<file path="config.mk">
export PLATFORM = sky130hd
export DESIGN_NAME = keypad_scanner_flat
export DESIGN_NICKNAME = d
export VERILOG_FILES = /design/src/rtl/keypad_scanner_if.sv /design/src/rtl/keypad_scanner.sv /design/src/flat_wrapper.sv
export SDC_FILE = /design/constraint.sdc
export NUM_CORES = 1
export LEC_CHECK = 0
export ABC_AREA = 1
export CORE_MARGIN = 2
export CORE_UTILIZATION = 54
export DETAILED_ROUTE_END_ITERATION = 10
export PLACE_DENSITY_LB_ADDON = 0.15
export SLEW_MARGIN = 15
export SYNTH_ARGS = -nofsm -noshare
export SYNTH_HDL_FRONTEND = slang
export SYNTH_SLANG_ARGS = --single-unit
</file>
<file path="constraint.sdc">
create_clock -name clk -period 3.5 [get_ports clk]
set_input_delay 0.525 -clock clk [delete_from_list [all_inputs] [get_ports clk]]
set_output_delay 0.525 -clock clk [all_outputs]
set_load 0.05 [all_outputs]
</file>
<file path="src/rtl/keypad_scanner_if.sv">
// Keypad scanner pin and result bundle.
// The slave side is the scanner, the master side is the keypad/consumer.
interface keypad_scanner_if;
    logic [3:0] row;
    logic [3:0] col;
    logic [3:0] data;
    logic       valid;
    logic       key_down;

    modport master (
        output row,
        input  col, data, valid, key_down
    );

    modport slave (
        input  row,
        output col, data, valid, key_down
    );
endinterface

</file>
<file path="src/rtl/keypad_scanner.sv">
// 4x4 matrix keypad scanner with whole-scan debouncing.
// Emits a hex code plus one-cycle strobe per accepted press.
module keypad_scanner #(
    parameter int SCAN_DIV       = 5000,
    parameter int DEBOUNCE_SCANS = 4
) (
    input logic             clk,
    input logic             rst_n,
    keypad_scanner_if.slave kp
);

    localparam int CW = $clog2(SCAN_DIV);
    localparam int SW = $clog2(DEBOUNCE_SCANS + 1);

    localparam logic [3:0] KEY_MAP [16] = '{
        4'h1, 4'h2, 4'h3, 4'hA,
        4'h4, 4'h5, 4'h6, 4'hB,
        4'h7, 4'h8, 4'h9, 4'hC,
        4'h0, 4'hF, 4'hE, 4'hD
    };

    typedef enum logic {IDLE, PRESSED} state_t;
    typedef enum logic [1:0] {R_NONE, R_KEY, R_MULTI} res_t;

    logic [3:0]    row_m;
    logic [3:0]    row_s;
    logic [CW-1:0] dwell;
    logic [1:0]    idx;
    logic [1:0]    hits;
    logic [3:0]    hit_rc;
    res_t          prev_res;
    logic [3:0]    prev_code;
    logic [SW-1:0] stab;
    state_t        state;
    state_t        state_d;

    logic          sample;
    logic          eval;
    logic [2:0]    col_hits;
    logic [1:0]    col_row;
    logic [2:0]    tot;
    logic [1:0]    tot_sat;
    logic [3:0]    cur_rc;
    res_t          res_cls;
    logic [3:0]    res_code;
    logic [SW-1:0] stab_n;
    logic [3:0]    data_d;
    logic          valid_d;
    logic          key_down_d;

    assign sample = (dwell == CW'(SCAN_DIV - 1));
    assign eval   = sample && (idx == 2'd3);
    assign kp.col = ~(4'b0001 << idx);

    // Hits in the column currently being sampled, merged with the scan so far.
    always_comb begin
        col_hits = 3'd0;
        col_row  = 2'd0;
        for (int r = 0; r < 4; r++) begin
            if (!row_s[r]) begin
                col_hits = col_hits + 3'd1;
                col_row  = 2'(r);
            end
        end
        tot     = {1'b0, hits} + col_hits;
        tot_sat = (tot >= 3'd2) ? 2'd2 : tot[1:0];
        cur_rc  = (col_hits != 3'd0) ? {col_row, idx} : hit_rc;
    end

    always_comb begin
        res_cls  = R_NONE;
        res_code = 4'h0;
        if (tot == 3'd1) begin
            res_cls  = R_KEY;
            res_code = KEY_MAP[cur_rc];
        end else if (tot >= 3'd2) begin
            res_cls = R_MULTI;
        end
        if (res_cls == R_MULTI) begin
            stab_n = '0;
        end else if (res_cls == prev_res && res_code == prev_code) begin
            stab_n = (stab == SW'(DEBOUNCE_SCANS)) ? stab : stab + SW'(1);
        end else begin
            stab_n = SW'(1);
        end
    end

    always_comb begin
        state_d    = state;
        data_d     = kp.data;
        valid_d    = 1'b0;
        key_down_d = kp.key_down;
        if (eval && stab_n == SW'(DEBOUNCE_SCANS)) begin
            unique case (state)
                IDLE: begin
                    if (res_cls == R_KEY) begin
                        state_d    = PRESSED;
                        data_d     = res_code;
                        valid_d    = 1'b1;
                        key_down_d = 1'b1;
                    end
                end
                PRESSED: begin
                    if (res_cls == R_NONE) begin
                        state_d    = IDLE;
                        key_down_d = 1'b0;
                    end
                end
                default: state_d = IDLE;
            endcase
        end
    end

    always_ff @(posedge clk or negedge rst_n) begin
        if (!rst_n) begin
            row_m       <= 4'hF;
            row_s       <= 4'hF;
            dwell       <= '0;
            idx         <= 2'd0;
            hits        <= 2'd0;
            hit_rc      <= 4'd0;
            prev_res    <= R_NONE;
            prev_code   <= 4'h0;
            stab        <= '0;
            state       <= IDLE;
            kp.data     <= 4'h0;
            kp.valid    <= 1'b0;
            kp.key_down <= 1'b0;
        end else begin
            row_m       <= kp.row;
            row_s       <= row_m;
            state       <= state_d;
            kp.data     <= data_d;
            kp.valid    <= valid_d;
            kp.key_down <= key_down_d;
            if (sample) begin
                dwell <= '0;
                idx   <= idx + 2'd1;
                if (eval) begin
                    hits      <= 2'd0;
                    hit_rc    <= 4'd0;
                    prev_res  <= res_cls;
                    prev_code <= res_code;
                    stab      <= stab_n;
                end else begin
                    hits   <= tot_sat;
                    hit_rc <= cur_rc;
                end
            end else begin
                dwell <= dwell + CW'(1);
            end
        end
    end

endmodule

</file>
<file path="src/flat_wrapper.sv">
// flat-port wrapper written by rule: the top's interface ports become plain ports
module keypad_scanner_flat 
#(
    parameter int SCAN_DIV       = 5000,
    parameter int DEBOUNCE_SCANS = 4
)
  (clk, rst_n, kp_row, kp_col, kp_data, kp_valid, kp_key_down);
  keypad_scanner_if kp_i ();
  input logic clk;
  input logic rst_n;
  input wire logic [$bits(kp_i.row)-1:0] kp_row;
  output wire logic [$bits(kp_i.col)-1:0] kp_col;
  output wire logic [$bits(kp_i.data)-1:0] kp_data;
  output wire logic [$bits(kp_i.valid)-1:0] kp_valid;
  output wire logic [$bits(kp_i.key_down)-1:0] kp_key_down;
  assign kp_i.row = kp_row;
  assign kp_col = kp_i.col;
  assign kp_data = kp_i.data;
  assign kp_valid = kp_i.valid;
  assign kp_key_down = kp_i.key_down;
  keypad_scanner #(.SCAN_DIV(SCAN_DIV), .DEBOUNCE_SCANS(DEBOUNCE_SCANS)) u_core (.clk(clk), .rst_n(rst_n), .kp(kp_i));
endmodule
</file>
==> impl_metrics.toml, run 1 <==
[yosys]
yosysUniqueCellTypes = 34
synth-main-ff-cell = "dfrtp_1"
synth_edf_count = 0
ys_seq_elements = 45
synth_seq_area_share_pct = 42.6
synthArstFlopShare_pct = 100
syn_area_um2 = 2670
syn-num-nets = 352
netlist_instances = 332
avgSynthCellArea_um2 = 8.03
yosysWarnings = 0

[detailed_routing]
route.detailed.drc = 0
vias = 2246
drt_iter0_markers = 99
viasPerCell = 5.01
wire_per_inst_um = 12.4
routed_wl_um = 5580
firstDrtPassIters = 4
antenna_left = 0

[clock_tree]
cts.clk_slew.worst_paths_ns = 0.09
clock_path_buffers = 2
htreeDepth = 2
numCtsBuffers = 5
clock_sinks = 45
root_buffer = "clkbuf_8"
clkLatencyLatePin_ns = 0.30
postCtsHoldBufs = 0
cts_tree = "yes"

[final_layout]
drive_above_1_share_pct = 24.1
fillers = 407
layout_commonest_cell = "nand2_1"
syn2layout_area_growth_pct = 23.1
fin_area_um2 = 3280
ff_latch_area_um2 = 1140
num-nets-final = 400
antenna_cells = 0
final_cell_mix = "nand2_1 (77), inv_1 (54), dfrtp_1 (37)"
multi_input_comb_area_um2 = 1340

[die]
die_h_um = 74.3
die_area_um2 = 5520
coreArea_um2 = 4750
initial_utilization_pct = 56.1
num_rows = 25
num_io_pins = 16
die_width_um = 74.3

[worst_setup_path]
start_kind = "flip-flop"
crit_fanout = 6
required_ns = 3.70
critPathBufInv = 4
r2r-end = "u_core.kp.data[1]"
r2r_slack_ns = -0.10
crit_cells = 22
r2r_cells = 22
critical_path.endpoint_type = "flip-flop"
r2r-start = "u_core.row_s[1]"
critPathTopFamily = "simple AND/OR/NAND/NOR gates"
critPathSlowestCell = "dfstp_2"
worstPathCellList = "inv_2 > ha_4 > inv_4 > nand2_2 > nand2_1 > ha_1 > or2_1 > nand2_4 > inv_2 > fa_2 > inv_2 > nand4_1 > nand2_1 > nand4_1 > a21oi_2 > nand2_2 > nor2_4 > nand3_4 > nor2_8 > nand3_4 > nand2_2 > nand2_1"
criticalPathCategory = "reg -> reg"
crit_path_max_incr_delay_ns = 0.54
arrival_ns = 3.80

[global_route]
grt_pass1_vias = 2196
grt_pass1_wl_um = 9660
gr-total-overflow = 0
grtUsageTotal_pct = 22.9
grt_max_degree = 46
grt_antenna_before_repair = 0

[run_status]
outcome = "finished, violations left"
violations = "setup timing"

[pwr]
vdd_ir_drop_max_mv = 0.286
leakagePower_nw = 1.64
p_per_area_nw_per_um2 = 358

[min_path]
holdPathStages = 0
holdPathEnd = "u_core.row_s[3]"
hp-start = "u_core.row_m[3]"
min_path_type = "reg -> reg"

[sta]
finalSetupViolCount = 6
clock_skew_ns = 0.0115
timing.fmax_ghz = 0.278
slew_headroom_pct = 33.5
fin_crit_ns = 3.60
drv_slew = 0
min_period_over_period_pct = 103
hold_viol_final = 0
worstMarginPinSlew_ns = 0.998
timing.hold.ws_ns = 0.357
setup_slack_ns = -0.102
rsz0062_at_grt = "yes"

[place]
io_buffer_count = 15
gp_congestion = 0.828
dp_hpwl_um = 4090
dpl_worst_slack_ns = -0.129
place_area_um2 = 3070

[job]
drv_cap = 0
## through the flow
step	total power [W]	std cells	TNS [ns]	utilization (%)
2_1_floorplan	0.000671	332	0	-
3_3_place_gp	0.000745	434	-0.314	64.6
3_5_place_dp	0.000750	434	-0.814	64.6
4_1_cts	0.00116	444	-0.263	67.7
5_1_grt	0.00123	448	-2.24	69.0
6_report	0.00117	448	-0.476	69.0
## state kept, by name, indices dropped and copies added (netlist names), 3 cells and up, named ones only
signal / count
u_core.row_m: 4
u_core.dwell: 13
u_core.row_s: 4
u_core.kp.data: 4
u_core.stab: 3
u_core.hit_rc: 4
u_core.prev_code: 4
## logic make-up after synthesis
group | share of synthesized area (%)
AND/OR/NAND/NOR | 33.4
buffers and inverters | 9.15
flip-flops | 42.6
AO/OA/AOI/OAI | 6.01
adder cells (fa/ha/maj) | 6.85
XOR/XNOR | 1.97
## repair_timing
item                                   CTS  global route
setup endpoints to repair                8             8
resized for setup                        4            12
endpoints found under the hold margin    0             0
cloned                                   0             0
setup buffers                            2             4
pin swaps                               13            17
## synthesized netlist by cell type, types with 2 or more instances
| cell type | instances | area (um^2) |
|---|---|---|
| o22ai_1 | 3 | 18.8 |
| nor4_1 | 3 | 18.8 |
| inv_1 | 59 | 221 |
| nand3_4 | 3 | 52.6 |
| nand4_1 | 15 | 93.8 |
| nand2_4 | 2 | 22.5 |
| nor3_1 | 8 | 40.0 |
| nor2_2 | 2 | 12.5 |
| nor2_1 | 14 | 52.6 |
| nand2_1 | 85 | 319 |
| inv_2 | 4 | 15.0 |
| dfstp_2 | 8 | 210 |
| nand3b_1 | 2 | 15.0 |
| nand3_1 | 18 | 90.1 |
| xnor2_1 | 2 | 17.5 |
| xor2_1 | 4 | 35.0 |
| nand3_2 | 3 | 30.0 |
| dfrtp_1 | 37 | 926 |
| nor2_4 | 3 | 33.8 |
| nor3b_1 | 2 | 15.0 |
| nand2_2 | 8 | 50.1 |
| ha_1 | 13 | 163 |
| a21oi_1 | 8 | 40.0 |
| o21ai_0 | 16 | 80.1 |
## layout make-up
| cell class | count | share of cell area [%] |
|---|---|---|
| Clock inverter | 2 | 1.14 |
| Timing Repair Buffer | 42 | 10.8 |
| Clock buffer | 6 | 2.52 |
| Tap cell | 67 | 2.55 |
| Inverter | 64 | 7.40 |
| Sequential cell | 45 | 34.6 |
| Multi-Input combinational cell | 222 | 40.9 |
## power breakdown
part	switching [W]	internal, W
Sequential	0.00000377	0.000528
Combinational	0.000138	0.0000953
Clock	0.000177	0.000232
## layer usage
metal	wire length [um]	vias up	track usage [%]
li1	-	1156	-
met1	2600	1057	30.2
met2	2760	25	39.4
met3	132	8	3.66
met4	85	0	6.35
met5	0	-	0
## how the worst max path moves through the flow
stage / from / end / slack, ns
2_1_floorplan: u_core.row_s[1] / u_core.kp.data[0] / 0.008
3_3_place_gp: u_core.row_s[0] / u_core.stab[0] / -0.06
3_5_place_dp: u_core.row_s[0] / u_core.kp.data[1] / -0.13
4_1_cts: u_core.row_s[0] / u_core.kp.data[1] / -0.06
5_1_grt: u_core.row_s[0] / u_core.kp.data[1] / -0.33
6_report: u_core.row_s[1] / u_core.kp.data[1] / -0.10
(Power assumes the default switching activity.)
==> run 2, diff against run 1 <==
--- a/config.mk
+++ b/config.mk
@@ -9,7 +9,7 @@
 export CORE_MARGIN = 2
 export CORE_UTILIZATION = 54
 export DETAILED_ROUTE_END_ITERATION = 10
-export PLACE_DENSITY_LB_ADDON = 0.15
+export PLACE_DENSITY = 0.83
 export SLEW_MARGIN = 15
 export SYNTH_ARGS = -nofsm -noshare
 export SYNTH_HDL_FRONTEND = slang
==> run 2 against run 1 <==
Against the previous run:
- the run still ends with setup timing left
- hold slack improved by 0.0011 ns
- via count is 1.0% higher
- maximum frequency up 1.6%
- sequential cell count unchanged
- non-clock buffer count shrank 6
==> impl_metrics.toml, run 2 (synthesized netlist as in run 1, its figures left out) <==
[global_route]
grt_pass1_vias = 2140
gr-total-overflow = 0
grt_antenna_before_repair = 0
grtUsageTotal_pct = 21.9
grt_max_degree = 46
grt_pass1_wl_um = 9140

[sta]
clock_skew_ns = 0.00966
slew_headroom_pct = 35.4
min_period_over_period_pct = 101
fin_crit_ns = 3.55
timing.fmax_ghz = 0.282
rsz0062_at_grt = "yes"
hold_viol_final = 0
drv_slew = 0
setup_slack_ns = -0.0466
worstMarginPinSlew_ns = 0.969
timing.hold.ws_ns = 0.358
finalSetupViolCount = 4

[pwr]
switching_power_w = 0.000302
vdd_ir_drop_max_mv = 0.233
seq_power_share_pct = 50.5
intPower_w = 0.000751
p_sw_share_pct = 28.7
leakagePower_nw = 1.59
power_frac_comb_pct = 20.3
p_per_area_nw_per_um2 = 329
pwr-share-clk_pct = 29.2

[detailed_routing]
drt_iter0_markers = 142
firstDrtPassIters = 4
antenna_left = 0
route.detailed.drc = 0
wire_per_inst_um = 12.3
vias = 2269
viasPerCell = 5.13
routed_wl_um = 5430

[clock_tree]
clock_path_buffers = 2
cts.clk_slew.worst_paths_ns = 0.08
numCtsBuffers = 5
clkLatencyLatePin_ns = 0.30
root_buffer = "clkbuf_8"
clock_sinks = 45
htreeDepth = 2
cts_tree = "yes"

[final_layout]
final_cell_mix = "nand2_1 (76), inv_1 (54), dfrtp_1 (37)"
layout_commonest_cell = "nand2_1"
fin_area_um2 = 3200
largest_reg_flops = 13
drive_above_1_share_pct = 22.7
largest-register = "u_core.dwell"
syn2layout_area_growth_pct = 19.9
antenna_cells = 0
num-nets-final = 394
utilization_pct = 67.3

[die]
die_width_um = 74.3
coreArea_um2 = 4750
initial_utilization_pct = 56.1
num_io_pins = 16
num_rows = 25
die_h_um = 74.3
die_area_um2 = 5520

[place]
dp_hpwl_um = 4080
gp_congestion = 0.882
io_buffer_count = 15
place_area_um2 = 3030

[min_path]
min_path_type = "reg -> reg"

[worst_setup_path]
criticalPathCategory = "reg -> reg"
start_kind = "flip-flop"
cpMostUsedCell = "inv_2"
crit_fanout = 6
critPathTopFamily = "simple AND/OR/NAND/NOR gates"
required_ns = 3.70
arrival_ns = 3.74
crit_path_max_incr_delay_ns = 0.54
critPathBufInv = 5
worstPathCellList = "inv_2 > ha_4 > inv_2 > nand2_2 > nand2_1 > ha_1 > or2_1 > nand2_4 > inv_2 > fa_2 > inv_2 > nand3_2 > inv_1 > nand2_1 > nand4_1 > a21oi_2 > nand2_2 > nor2_4 > nand3_4 > nor2_8 > nand3_4 > nand2_2 > nand2_1"
critical_path.endpoint_type = "flip-flop"
critPathSlowestCell = "dfstp_2"

[run_status]
outcome = "finished, violations left"
violations = "setup timing"

[job]
drv_cap = 0
## run 2: cell type report
cell class | instances | area, um^2
well taps | 67 | 83.8
repair buffers | 36 | 307
fillers | 385 | 1560
clock buffers | 8 | 80.1
multi-input cells | 222 | 1350
flip-flops and latches | 45 | 1140
inverters | 64 | 240
## run 2: layer usage
layer	part of all wire [%]	track usage, %
met5	0	0
met4	1.1	10.7
met3	3.8	2.71
met2	50	37.3
met1	45	27.6
## run 2: through the flow
| step | setup TNS, ns | setup slack (ns) | std cells | total power [W] |
|---|---|---|---|---|
| 5_1_grt | -1.61 | -0.266 | 442 | 0.00110 |
| 3_5_place_dp | -0.551 | -0.117 | 428 | 0.000740 |
| 6_report | -0.141 | -0.0466 | 442 | 0.00105 |
| 3_3_place_gp | 0 | 0.0167 | 428 | 0.000736 |
| 4_1_cts | -0.0909 | -0.0390 | 440 | 0.00105 |
| 2_1_floorplan | 0 | 0.00799 | 332 | 0.000671 |
## run 2: what timing repair did
| action | 4_1_cts | 5_1_grt |
|---|---|---|
| gates cloned | 0 | 0 |
| pin swaps | 17 | 17 |
| buffers inserted | 4 | 2 |
| endpoints found under the setup margin | 8 | 8 |
| gates resized for setup | 7 | 9 |
| hold buffers | 0 | 0 |
## run 2: power by group through the flow
stage | clock network [W] | registers, W | logic (W)
floorplan | 0 | 0.000541 | 0.000130
global placement | 0 | 0.000542 | 0.000195
detailed placement | 0 | 0.000542 | 0.000199
CTS | 0.000313 | 0.000532 | 0.000209
global route | 0.000334 | 0.000532 | 0.000236
finish | 0.000308 | 0.000532 | 0.000214
## run 2: final timing paths
path / start / endpoint / slack, ns / cells after the start
max in group asynchronous: rst_n / u_core.dwell[4] / 2.52 / 1
worst max-delay path: u_core.row_s[1] / u_core.kp.data[3] / -0.05 / 23
worst max register to register: u_core.row_s[1] / u_core.kp.data[3] / -0.05 / 23
worst min register to register: u_core.row_m[2] / u_core.row_s[2] / 0.36 / 0
worst min-delay path: u_core.row_m[2] / u_core.row_s[2] / 0.36 / 0
min in group asynchronous: rst_n / u_core.kp.key_down / 0.37 / 1
==> run 3, diff against run 2 <==
--- a/config.mk
+++ b/config.mk
@@ -7,9 +7,10 @@
 export LEC_CHECK = 0
 export ABC_AREA = 1
 export CORE_MARGIN = 2
-export CORE_UTILIZATION = 54
+export CORE_UTILIZATION = 40
 export DETAILED_ROUTE_END_ITERATION = 10
-export PLACE_DENSITY = 0.83
+export HOLD_SLACK_MARGIN = 0.05
+export PLACE_DENSITY = 0.67
 export SLEW_MARGIN = 15
 export SYNTH_ARGS = -nofsm -noshare
 export SYNTH_HDL_FRONTEND = slang
==> run 3 against run 2 <==
Against the previous run:
- the flow still finishes with violations (setup timing)
- clock-buffer cell count decreased by 2
- clock skew rose by 0.0040 ns
- cell count up 4.5%
- combinational power up 13%
- critical path depth shrank 1
- wire length is 1.9% higher
- total power increased by 2.0%
- non-clock buffer count up 11
- register-to-register slack got worse by 0.02 ns
- utilization decreased by 15 points
- sequential power about the same
- critical path type unchanged
- largest power group unchanged
==> impl_metrics.toml, run 3 (synthesized netlist as in run 1, its figures left out) <==
[place]
dpl_worst_slack_ns = -0.113
gp_congestion = 0.824
dp_hpwl_um = 3990
io_buffer_count = 15
dp_cells = 440

[worst_setup_path]
crit_fanout = 7
arrival_ns = 3.77
crit_cells = 22
cp-endpoint = "u_core.kp.data[2]"
start_kind = "flip-flop"
criticalPathCategory = "reg -> reg"
r2r-start = "u_core.row_s[1]"
r2r_cells = 22
crit_start = "u_core.row_s[1]"
worstPathCellList = "inv_2 > ha_4 > inv_2 > nand2_2 > nand2_2 > ha_4 > or2_4 > nand2_4 > inv_2 > fa_2 > inv_2 > nand4_1 > nand2_1 > nand4_1 > a21oi_2 > nand2_2 > nor2_4 > nand3_4 > nor2_8 > nand3_4 > nand2_2 > nand2_1"
critical_path.endpoint_type = "flip-flop"
critPathSlowestCell = "dfstp_2"
critPathBufInv = 4
critPathTopFamily = "simple AND/OR/NAND/NOR gates"
r2r-end = "u_core.kp.data[2]"
r2r_slack_ns = -0.07
crit_path_max_incr_delay_ns = 0.54
required_ns = 3.70

[final_layout]
fillers = 590
antenna_cells = 0
largest_reg_flops = 13
num-nets-final = 405
drive_above_1_share_pct = 26.0
layout_commonest_cell = "nand2_1"
largest-register = "u_core.dwell"
ff_latch_area_um2 = 1140
fin_cells = 462
final_cell_mix = "nand2_1 (74), inv_1 (54), dfrtp_1 (37)"
multi_input_comb_area_um2 = 1380
syn2layout_area_growth_pct = 24.6

[sta]
clock_skew_ns = 0.0136
worstMarginPinSlew_ns = 0.963
fin_crit_ns = 3.57
min_period_over_period_pct = 102
timing.fmax_ghz = 0.280
setup_slack_ns = -0.0682
finalSetupViolCount = 4
drv_slew = 0
rsz0062_at_grt = "yes"
hold_viol_final = 0
timing.hold.ws_ns = 0.357
slew_headroom_pct = 35.8

[run_status]
outcome = "finished, violations left"
violations = "setup timing"

[clock_tree]
clock_sinks = 45
cts.clk_slew.worst_paths_ns = 0.09
cts_tree = "yes"
clkLatencyLatePin_ns = 0.30
root_buffer = "clkbuf_8"
postCtsHoldBufs = 0
clock_path_buffers = 2
numCtsBuffers = 5
htreeDepth = 2

[pwr]
leakagePower_nw = 1.65
switching_power_w = 0.000309
intPower_w = 0.000765
finalPower_w = 0.00107
vdd_ir_drop_max_mv = 0.174
seq_power_share_pct = 49.5
power_frac_comb_pct = 22.5
p_per_area_nw_per_um2 = 323
p_sw_share_pct = 28.7
pwr-share-clk_pct = 27.9

[die]
coreArea_um2 = 6390
die_h_um = 85.6
num_io_pins = 16
die_area_um2 = 7340
initial_utilization_pct = 41.8
die_width_um = 85.6
num_rows = 29

[global_route]
grt_pass1_vias = 2271
grt_pass1_wl_um = 9890
busiest_layer = "met2"
grt_antenna_before_repair = 0
met1_usage_pct = 20.8
grtUsageMet2_pct = 29.2
grtUsageTotal_pct = 16.8
use_met3_pct = 2.98
grt_max_degree = 46
gr-total-overflow = 0

[detailed_routing]
firstDrtPassIters = 4
antenna_left = 0
route.detailed.drc = 0
vias = 2244
viasPerCell = 4.86
drt_iter0_markers = 161
routed_wl_um = 5530
wire_per_inst_um = 12.0

[job]
drv_cap = 0

[min_path]
min_path_type = "reg -> reg"
## run 3: power groups by stage
stage	Clock, W	Combinational, W	Sequential [W]
global placement	0	0.000200	0.000541
global route	0.000334	0.000271	0.000532
CTS	0.000309	0.000222	0.000532
floorplan	0	0.000130	0.000541
detailed placement	0	0.000202	0.000542
finish	0.000300	0.000242	0.000532
## run 3: per-stage QoR
step | instance area, um^2 | utilization, % | TNS [ns]
5_1_grt | 3320 | 52.0 | -2.41
2_1_floorplan | 2690 | - | 0
3_3_place_gp | 3050 | 47.8 | -0.295
6_report | 3320 | 52.0 | -0.240
3_5_place_dp | 3050 | 47.8 | -0.651
4_1_cts | 3220 | 50.5 | -0.102
## run 3: area by class of cell
type	instances	area share [%]
Clock buffer	6	2.18
Sequential cell	45	34.2
Timing Repair Buffer	47	11.8
Tap cell	77	2.90
Inverter	64	7.30
Clock inverter	1	0.113
Multi-Input combinational cell	222	41.5
## run 3: what timing repair did
action | 4_1_cts | 5_1_grt
pin swaps | 17 | 18
endpoints found under the setup margin | 8 | 10
setup buffers | 9 | 6
gates resized for setup | 7 | 16
## run 3: metal layers
metal / up-vias / share of wire, %
li1: 1165 / -
met1: 1053 / 46
met2: 17 / 50
met3: 9 / 1.9
met4: 0 / 2.0
met5: - / 0
## run 3: worst min path at each step
stage	startpoint	endpoint	slack, ns	depth (start not counted)
floorplan	rst_n	asynchronous set/reset pin	0.23	0
global placement	u_core.row_m[0]	u_core.row_s[0]	0.35	0
detailed placement	u_core.row_m[2]	u_core.row_s[2]	0.35	0
CTS	u_core.row_m[2]	u_core.row_s[2]	0.36	0
global route	u_core.row_m[1]	u_core.row_s[1]	0.36	0
finish	u_core.row_m[2]	u_core.row_s[2]	0.36	0
